File: config.mk
export PLATFORM = sky130hd
export DESIGN_NAME = shift_accumulator_flat
export DESIGN_NICKNAME = d
export VERILOG_FILES = /design/src/rtl/mult_pkg.sv /design/src/rtl/shift_accumulator_if.sv /design/src/rtl/param_shifter.sv /design/src/rtl/shift_accumulator.sv /design/src/flat_wrapper.sv
export SDC_FILE = /design/constraint.sdc
export NUM_CORES = 1
export LEC_CHECK = 0
export CORE_MARGIN = 10
export CORE_UTILIZATION = 53
export DETAILED_ROUTE_END_ITERATION = 10
export GPL_ROUTABILITY_DRIVEN = 0
export PLACE_DENSITY = 0.93
export SKIP_LAST_GASP = 1
export SYNTH_ARGS = -nofsm -noshare
export SYNTH_HDL_FRONTEND = slang
export SYNTH_HIERARCHICAL = 1
export SYNTH_SLANG_ARGS = --single-unit
File: constraint.sdc
create_clock -name clk -period 2.9 [get_ports clk]
set_input_delay 0.725 -clock clk [delete_from_list [all_inputs] [get_ports clk]]
set_output_delay 0.725 -clock clk [all_outputs]
set_load 0.02 [all_outputs]
File: src/rtl/mult_pkg.sv
// Shared definitions for the sequential multiplier datapath: controller state
// encoding and default geometry, so the FSM and the accumulator agree.
package mult_pkg;

    typedef enum logic [1:0] {
        IDLE = 2'd0,
        RUN  = 2'd1,
        DONE = 2'd2
    } state_t;

    localparam int DEF_IN_W   = 8;
    localparam int DEF_STEP   = 4;
    localparam int DEF_SC_W   = 2;
    localparam int DEF_NSHIFT = 3;
    localparam int DEF_NTERMS = 4;
    localparam int DEF_OUT_W  = 16;

endpackage

File: src/rtl/shift_accumulator_if.sv
// Term/handshake bundle between the multiplier controller (master) and the
// shift accumulator (slave).
interface shift_accumulator_if #(
    parameter int IN_W  = 8,
    parameter int SC_W  = 2,
    parameter int OUT_W = 16
);
    logic             start;
    logic             in_valid;
    logic             in_ready;
    logic [IN_W-1:0]  inp;
    logic [SC_W-1:0]  shift_cntrl;
    logic [OUT_W-1:0] result;
    logic             done;
    logic             busy;
    logic             overflow;

    modport master (
        output start, in_valid, inp, shift_cntrl,
        input  in_ready, result, done, busy, overflow
    );

    modport slave (
        input  start, in_valid, inp, shift_cntrl,
        output in_ready, result, done, busy, overflow
    );
endinterface

File: src/rtl/param_shifter.sv
// Combinational partial-product shifter: zero-extends an IN_W term to OUT_W
// and shifts it left by code*STEP. Codes outside 0..NSHIFT-1 pass the term
// through unshifted, as the legacy fixed shifter did. Bits pushed beyond
// OUT_W are dropped.
module param_shifter #(
    parameter int IN_W   = 8,
    parameter int STEP   = 4,
    parameter int SC_W   = 2,
    parameter int NSHIFT = 3,
    parameter int OUT_W  = 16
) (
    input  logic [IN_W-1:0]  inp_i,
    input  logic [SC_W-1:0]  code_i,
    output logic [OUT_W-1:0] term_o
);

    logic [OUT_W-1:0] ext;
    logic [OUT_W-1:0] cand [NSHIFT];
    logic [NSHIFT-1:0] hit;

    assign ext = OUT_W'(inp_i);

    // One pre-shifted candidate and one code decoder per legal shift code.
    for (genvar gi = 0; gi < NSHIFT; gi++) begin : g_cand
        localparam logic [SC_W-1:0] CODE = SC_W'(gi);
        assign cand[gi] = ext << (gi * STEP);
        assign hit[gi]  = (code_i == CODE);
    end

    // Select the matching candidate; no match (illegal code) falls back to shift 0.
    always_comb begin
        term_o = cand[0];
        for (int i = 1; i < NSHIFT; i++) begin
            if (hit[i]) begin
                term_o = cand[i];
            end
        end
    end

endmodule

File: src/rtl/shift_accumulator.sv
// Shift-and-accumulate stage of the sequential multiplier. Each accepted
// partial product is shifted by a selectable multiple of STEP and added into
// the result register; after NTERMS accepts the block pulses done for one
// cycle with the final product held in result.
module shift_accumulator
    import mult_pkg::*;
#(
    parameter int IN_W   = DEF_IN_W,
    parameter int STEP   = DEF_STEP,
    parameter int SC_W   = DEF_SC_W,
    parameter int NSHIFT = DEF_NSHIFT,
    parameter int NTERMS = DEF_NTERMS,
    parameter int OUT_W  = DEF_OUT_W
) (
    input  logic               clk,
    input  logic               reset_n,
    shift_accumulator_if.slave bus
);

    localparam int CNT_W = $clog2(NTERMS + 1);
    localparam logic [CNT_W-1:0] LAST_CNT = CNT_W'(NTERMS - 1);

    state_t           state_q;
    logic [OUT_W-1:0] result_q;
    logic             overflow_q;
    logic [CNT_W-1:0] count_q;

    logic [OUT_W-1:0] term_d;
    logic [OUT_W:0]   sum_d;
    logic             accept_d;

    param_shifter #(
        .IN_W   (IN_W),
        .STEP   (STEP),
        .SC_W   (SC_W),
        .NSHIFT (NSHIFT),
        .OUT_W  (OUT_W)
    ) u_shifter (
        .inp_i  (bus.inp),
        .code_i (bus.shift_cntrl),
        .term_o (term_d)
    );

    // A start in the same cycle wins: the presented term is discarded.
    assign accept_d = (state_q == RUN) && bus.in_valid && !bus.start;

    // Extra top bit captures the carry out of the accumulator.
    assign sum_d = {1'b0, result_q} + {1'b0, term_d};

    // Controller FSM, term counter, accumulator and sticky overflow.
    always_ff @(posedge clk or negedge reset_n) begin
        if (!reset_n) begin
            state_q    <= IDLE;
            result_q   <= '0;
            overflow_q <= 1'b0;
            count_q    <= '0;
        end else if (bus.start) begin
            state_q    <= RUN;
            result_q   <= '0;
            overflow_q <= 1'b0;
            count_q    <= '0;
        end else begin
            case (state_q)
                RUN: begin
                    if (accept_d) begin
                        result_q   <= sum_d[OUT_W-1:0];
                        overflow_q <= overflow_q | sum_d[OUT_W];
                        count_q    <= count_q + CNT_W'(1);
                        if (count_q == LAST_CNT) begin
                            state_q <= DONE;
                        end
                    end
                end
                DONE:    state_q <= IDLE;
                default: state_q <= IDLE;
            endcase
        end
    end

    // Status outputs decode straight from the state register, so reset clears them at once.
    assign bus.in_ready = (state_q == RUN);
    assign bus.busy     = (state_q == RUN);
    assign bus.done     = (state_q == DONE);
    assign bus.result   = result_q;
    assign bus.overflow = overflow_q;

endmodule

File: src/flat_wrapper.sv
// flat-port wrapper written by rule: the top's interface ports become plain ports
module shift_accumulator_flat import mult_pkg::*;
#(
    parameter int IN_W   = DEF_IN_W,
    parameter int STEP   = DEF_STEP,
    parameter int SC_W   = DEF_SC_W,
    parameter int NSHIFT = DEF_NSHIFT,
    parameter int NTERMS = DEF_NTERMS,
    parameter int OUT_W  = DEF_OUT_W
)
  (clk, reset_n, bus_start, bus_in_valid, bus_inp, bus_shift_cntrl, bus_in_ready, bus_result, bus_done, bus_busy, bus_overflow);
  shift_accumulator_if #(.IN_W(IN_W), .SC_W(SC_W), .OUT_W(OUT_W)) bus_i ();
  input  logic clk;
  input  logic reset_n;
  input wire logic [$bits(bus_i.start)-1:0] bus_start;
  input wire logic [$bits(bus_i.in_valid)-1:0] bus_in_valid;
  input wire logic [$bits(bus_i.inp)-1:0] bus_inp;
  input wire logic [$bits(bus_i.shift_cntrl)-1:0] bus_shift_cntrl;
  output wire logic [$bits(bus_i.in_ready)-1:0] bus_in_ready;
  output wire logic [$bits(bus_i.result)-1:0] bus_result;
  output wire logic [$bits(bus_i.done)-1:0] bus_done;
  output wire logic [$bits(bus_i.busy)-1:0] bus_busy;
  output wire logic [$bits(bus_i.overflow)-1:0] bus_overflow;
  assign bus_i.start = bus_start;
  assign bus_i.in_valid = bus_in_valid;
  assign bus_i.inp = bus_inp;
  assign bus_i.shift_cntrl = bus_shift_cntrl;
  assign bus_in_ready = bus_i.in_ready;
  assign bus_result = bus_i.result;
  assign bus_done = bus_i.done;
  assign bus_busy = bus_i.busy;
  assign bus_overflow = bus_i.overflow;
  shift_accumulator #(.IN_W(IN_W), .STEP(STEP), .SC_W(SC_W), .NSHIFT(NSHIFT), .NTERMS(NTERMS), .OUT_W(OUT_W)) u_core (.clk(clk), .reset_n(reset_n), .bus(bus_i));
endmodule
==> flow_metrics.tcl, run 1 <==
set metrics [dict create \
    status "complete, but fails checks" \
    synth_area_um2 1850 \
    async_flop_share_pct 100 \
    synth_area_per_cell_um2 8.78 \
    antenna_found_initial 0 \
    violations "negative setup slack" \
    ys_types 48 \
    maxSlewHeadroom_pct 67.2 \
    power.total_uw 981 \
    vdd_drop_max_mv 0.235 \
    n_fill_cell 213 \
    synth_compound_area_share_pct 26.1 \
    switching_power_uw 357 \
    dp_slack_ns -0.721 \
    cts.sinks 22 \
    syn_to_final_growth_pct 45.2 \
    power_frac_clock_pct 17.9 \
    num_vias 2166 \
    grt_setup_unrepaired "true" \
    skew_ns 0.00415 \
    p_sw_share_pct 36.4 \
    layout.cells.non_filler 337 \
    overflow 0 \
    synth_cells 211 \
    diodes 0 \
    initial_core_util_pct 55.1 \
    reg2reg_depth 7 \
    powerDensity_nw_per_um2 365 \
    grt_pass1_wl_mm 9.52 \
    die_w_um 79.1 \
    cp.required_ns 3.11 \
    clk_pin_slew_ns 0.13 \
    end_kind "flip-flop" \
    maxCapViolCount 0 \
    synth-xor-area-share_pct 3.78 \
    tightest_slew_ns 0.485 \
    hold_class "flip-flop to flip-flop" \
    grt_max_degree 23 \
    yosys.area_share.simple_pct 19.6 \
    hpwl_mm 4.64 \
    placed_cells 331 \
    hold_violations 0 \
    r2r-start "u_core/bus.result[4]$_DFFE_PN0P_" \
    postPlaceCellArea_um2 2560 \
    num_rows 21 \
    synth_seq_area_share_pct 29.7 \
    combinationalPowerShare_pct 46.0 \
    clk_latency_ns 0.31 \
    drive_gt1_share_pct 24.1 \
    finalSetupViolations 2 \
    numCtsBuffers 3 \
    ys_warn_count 6 \
    final_cell_area_um2 2690 \
    slew_violations 0 \
    max_freq_mhz 340 \
    critPathMaxFanout 5 \
    mostFrequentLayoutCell "buf_4" \
    hold_buffers 0 \
    power_leakage_nw 1.29 \
    power_frac_seq_pct 36.1 \
    synth_fa_ha_area_share_pct 13.2 \
    r2r-end "u_core/bus.result[11]$_DFFE_PN0P_" \
    crit_arrival_ns 3.16 \
    io_buffers 33 \
    cts_buffer_depth 2 \
    cts_root_buffer "clkbuf_4" \
    period_needed_ns 2.94 \
    ys.flop_type "dfrtp_1" \
    ff2ff_setup_slack_ns 0.66 \
    cts_tree "built" \
    critPathLaunchType "input pin" \
    synth_edf_count 0 \
    core-area_um2 3360 \
    grt_use_total_pct 18.6 \
    criticalPathCategory "input pin to flip-flop" \
    ys_ff_latch 22 \
    drc 0 \
    period_share_pct 102 \
    grt_pass1_vias 2019 \
    syn_nets 244 \
    avgRoutedWirePerCell_um 19.6 \
    final_cell_mix "buf_4, clkdlybuf4s50_1, nand2_1, dfrtp_1, o21ai_0" \
    htree_num_levels 1 \
    antenna_left 0 \
    wl_mm 6.61 \
    synth_top_family_by_area "compound AO/OA/AOI/OAI gates" \
    fin_ws_ns -0.0438 \
    dieArea_um2 6260 \
    setup.worst_path.start "bus_inp[5]" \
    crit_path_end "u_core/bus.result[11]$_DFFE_PN0P_" \
    drt_iter0_markers 343 \
    io_pins 34 \
    drt_pass1_iterations 5 \
    synthMuxAreaShare_pct 4.32 \
    p_int_uw 624 \
    fp.dieH_um 79.1 \
    viasPerCell 6.43 \
    final_nets 325 \
]
[Yosys cell counts, types with 4 or more instances]
master / instances / area, um^2
a21o_1: 4 / 30.0
a21oi_1: 15 / 75.1
a32o_1: 6 / 60.1
and2_1: 9 / 56.3
clkbuf_1: 4 / 15.0
dfrtp_1: 22 / 551
ha_1: 18 / 225
inv_1: 6 / 22.5
mux2i_1: 8 / 80.1
nand2_1: 30 / 113
nand3_1: 4 / 20.0
nor2b_1: 4 / 25.0
o21ai_0: 21 / 105
o2bb2ai_1: 4 / 35.0
xor2_1: 5 / 43.8
[registers in the layout (all words and copies together) (netlist names)]
register / cells
u_core/bus.overflow: 1
u_core/bus.result: 16
u_core/count_q: 3
u_core/state_q: 2
[critical path, cell delays in order]
cell and delay (ns):
clkdlybuf4s50_1 0.45, buf_4 0.15, mux2i_1 0.13, mux2i_1 0.11, ha_1 0.27, a21oi_2 0.28
o211ai_1 0.21, and3b_1 0.24, or3_1 0.34, a32o_1 0.25
[per-stage QoR]
step / hold WS (ns) / util [%] / setup TNS (ns)
after floorplan: 0.429 / - / 0
after global placement: 0.467 / 76.2 / -4.83
after detailed placement: 0.486 / 76.2 / -6.24
after CTS: 0.517 / 79.0 / 0
after global routing: 0.534 / 80.0 / -0.162
final: 0.510 / 80.0 / -0.0586
[layer usage]
layer  vias up  routed length (um)  share of wire (%)  global-route usage (%)
met5         -                   0                  0                       0
met4         0                 344                5.2                    9.68
li1        948                   -                  -                       -
met2       151                3210                 49                    32.9
met1      1034                2580                 39                    21.4
met3        33                 470                7.1                    2.03
[how the worst min path moves through the flow]
stage / endpoint / cells after the start / startpoint / slack [ns]
2_1_floorplan: u_core/bus.overflow$_DFFE_PN0P_ / 0 / reset_n / 0.43
6_report: u_core/count_q[2]$_DFFE_PN0P_ / 2 / u_core/count_q[2]$_DFFE_PN0P_ / 0.51
3_5_place_dp: u_core/count_q[2]$_DFFE_PN0P_ / 2 / u_core/count_q[2]$_DFFE_PN0P_ / 0.49
4_1_cts: u_core/count_q[2]$_DFFE_PN0P_ / 2 / u_core/count_q[2]$_DFFE_PN0P_ / 0.52
5_1_grt: u_core/bus.overflow$_DFFE_PN0P_ / 2 / u_core/bus.overflow$_DFFE_PN0P_ / 0.53
3_3_place_gp: u_core/count_q[2]$_DFFE_PN0P_ / 2 / u_core/count_q[2]$_DFFE_PN0P_ / 0.47
[cells by family (layout without fill, tap and decap cells)]
| group | count (synthesis) | count (layout) |
|---|---|---|
| flops | 22 | 22 |
| compound gates | 71 | 71 |
| xor+xnor | 8 | 8 |
| buf+inv | 13 | 93 |
| fa+ha+maj | 19 | 19 |
| mux | 8 | 8 |
| simple gates | 70 | 70 |
[repair_timing]
action | 4_1_cts | 5_1_grt
buffers inserted | 1 | 1
pin swaps | 3 | 4
gates resized for setup | 18 | 6
setup endpoints to repair | 9 | 7
[final cells by class]
type | instances | area (um^2) | share of cell area, %
Tap cell | 46 | 57.6 | 2.14
Sequential cell | 22 | 551 | 20.5
Clock buffer | 4 | 36.3 | 1.35
Inverter | 6 | 22.5 | 0.837
Multi-Input combinational cell | 176 | 1310 | 48.7
Timing Repair Buffer | 83 | 714 | 26.6
[power by group through the flow]
stage	Sequential (mW)	Clock, mW	Combinational [mW]
finish	0.354	0.175	0.452
CTS	0.354	0.178	0.421
floorplan	0.380	0	0.186
global placement	0.358	0	0.389
global route	0.358	0.190	0.478
detailed placement	0.360	0	0.406
No activity file was read; power rests on OpenSTA's default activity.
==> run 2, diff against run 1 <==
--- a/config.mk
+++ b/config.mk
@@ -9,6 +9,7 @@
 export CORE_UTILIZATION = 53
 export DETAILED_ROUTE_END_ITERATION = 10
 export GPL_ROUTABILITY_DRIVEN = 0
+export GPL_TIMING_DRIVEN = 0
 export PLACE_DENSITY = 0.93
 export SKIP_LAST_GASP = 1
 export SYNTH_ARGS = -nofsm -noshare
==> run 2 against run 1 <==
Against the previous run:
- the run still ends with negative setup slack left
- cell area decreased by 7.4%
- clock skew up 0.013 ns
- worst hold slack worse by 0.0092 ns
- clock power rose by 45%
- sequential share of layout area up 1.6 points
- routed wire length down 9.0%
- critical path depth down 1
- maximum frequency about the same
- clock-buffer cell count is 1 lower
- total power rose by 3.3%
- register-to-register slack improved by 0.04 ns
- sequential power is essentially flat
==> flow_metrics.tcl, run 2 (same netlist as run 1, synthesis figures left out) <==
set metrics [dict create \
    worst_hold_path.endpoint "u_core/count_q[2]$_DFFE_PN0P_" \
    syn_to_final_growth_pct 34.4 \
    r2r-end "u_core/bus.result[14]$_DFFE_PN0P_" \
    cts_buffer_depth 2 \
    antenna_found_initial 0 \
    io_pins 34 \
    num_vias 1970 \
    wl_mm 6.01 \
    drt_iter0_markers 257 \
    clk_latency_ns 0.34 \
    p_sw_share_pct 35.7 \
    antenna_left 0 \
    grt_pass1_wl_mm 9.03 \
    tightest_slew_ns 1.04 \
    largest_register_ffs 16 \
    avgRoutedWirePerCell_um 19.9 \
    reg2reg_depth 6 \
    setup.worst_path.start "bus_inp[0]" \
    skew_ns 0.0173 \
    finalSetupViolations 3 \
    status "complete, but fails checks" \
    placed_cells 290 \
    period_needed_ns 2.94 \
    vdd_drop_max_mv 0.381 \
    final_cell_mix "nand2_1, clkdlybuf4s50_1, dfrtp_1, o21ai_0, ha_1" \
    end_kind "flip-flop" \
    max_freq_mhz 340 \
    fp.dieH_um 79.1 \
    initial_core_util_pct 55.1 \
    ff2ff_setup_slack_ns 0.70 \
    power.total_mw 1.01 \
    period_share_pct 102 \
    criticalPathCategory "input pin to flip-flop" \
    combinationalPowerShare_pct 39.9 \
    hold_violations 0 \
    viasPerCell 6.52 \
    hpwl_mm 3.73 \
    dp_slack_ns -0.837 \
    maxCapViolCount 0 \
    violations "negative setup slack" \
    power_frac_seq_pct 35.0 \
    hold_buffers 0 \
    cts.sinks 22 \
    cp.required_ns 3.15 \
    numCtsBuffers 3 \
    switching_power_uw 362 \
    drive_gt1_share_pct 14.5 \
    htree_num_levels 1 \
    clk_pin_slew_ns 0.15 \
    critPathLaunchType "input pin" \
    final_nets 290 \
    power_leakage_nw 1.13 \
    critPathMaxFanout 4 \
    diodes 0 \
    core-area_um2 3360 \
    holdWs_ns 0.501 \
    fin_ws_ns -0.0448 \
    cts_root_buffer "clkbuf_4" \
    num_rows 21 \
    slew_violations 0 \
    dieArea_um2 6260 \
    overflow 0 \
    layout.cells.non_filler 302 \
    utilization_pct 74.0 \
    min_path_cells 2 \
    crit_arrival_ns 3.19 \
    drc 0 \
    r2r-start "u_core/bus.result[12]$_DFFE_PN0P_" \
    powerDensity_nw_per_um2 407 \
    hp-start "u_core/count_q[2]$_DFFE_PN0P_" \
    cts_tree "built" \
    drt_pass1_iterations 6 \
    grt_pass1_vias 1917 \
    maxSlewHeadroom_pct 30.8 \
    mostFrequentLayoutCell "nand2_1" \
    power_frac_clock_pct 25.1 \
    die_w_um 79.1 \
    p_int_uw 652 \
    hold_class "flip-flop to flip-flop" \
    grt_use_total_pct 17.1 \
    grt_max_degree 23 \
    io_buffers 33 \
]
[run 2: cell types whose count changed in the layout (fill, tap and decap cells not counted), moves of 2 or more]
cell	delta
buf_4	-40
clkbuf_1	+4
ha_1	-3
ha_4	+3
a21oi_2	-2
o2bb2ai_1	-2
o2bb2ai_2	+2
[run 2: cell type report]
cell class,instances,area (um^2)
multi-input combinational,176,1380
clock inverter,1,30.0
buffer,7,45.0
inverter,6,22.5
tap,46,57.6
fill,242,873
sequential,22,551
clock buffer,3,22.5
timing repair buffer,41,387
[run 2: what timing repair did]
item                       CTS  global route
resized for setup           19            17
buffers inserted             6             1
cloned                       1             0
setup endpoints to repair   10             7
pin swaps                    6             6
[run 2: worst max-delay path, stage by stage]
cell,delay (ns)
clkdlybuf4s50_1,0.54
mux2i_1,0.11
mux2i_1,0.33
ha_4,0.30
a21oi_4,0.18
and2b_2,0.22
a21boi_1,0.09
or3_2,0.46
a32o_1,0.25
[run 2: power by group through the flow]
| stage | registers, mW | logic (mW) | clock network (mW) |
|---|---|---|---|
| final | 0.355 | 0.405 | 0.254 |
| after global placement | 0.357 | 0.320 | 0 |
| after CTS | 0.352 | 0.355 | 0.251 |
| after floorplan | 0.380 | 0.186 | 0 |
| after detailed placement | 0.358 | 0.330 | 0 |
| after global routing | 0.359 | 0.431 | 0.266 |
[run 2: worst max path at each step]
stage | end | slack, ns | cells past startpoint
floorplan | u_core/bus.result[14]$_DFFE_PN0P_ | 0.05 | 9
finish | u_core/bus.result[8]$_DFFE_PN0P_ | -0.04 | 9
global placement | u_core/bus.overflow$_DFFE_PN0P_ | -0.67 | 12
global route | u_core/bus.result[8]$_DFFE_PN0P_ | -0.07 | 9
CTS | u_core/bus.result[12]$_DFFE_PN0P_ | 0.002 | 12
detailed placement | u_core/bus.overflow$_DFFE_PN0P_ | -0.84 | 12
[run 2: metrics by stage]
step / instance area (um^2) / setup TNS, ns
detailed placement: 2240 / -6.95
CTS: 2400 / 0
global placement: 2240 / -5.34
finish: 2490 / -0.104
floorplan: 1850 / 0
global route: 2490 / -0.291
[run 2: routing by layer]
layer | up-vias | global-route usage [%] | wire length, um
met3 | 34 | 3.27 | 422
met5 | - | 0 | 0
met4 | 0 | 6.99 | 270
met1 | 940 | 19.6 | 2350
met2 | 113 | 30.4 | 2980
li1 | 883 | - | -
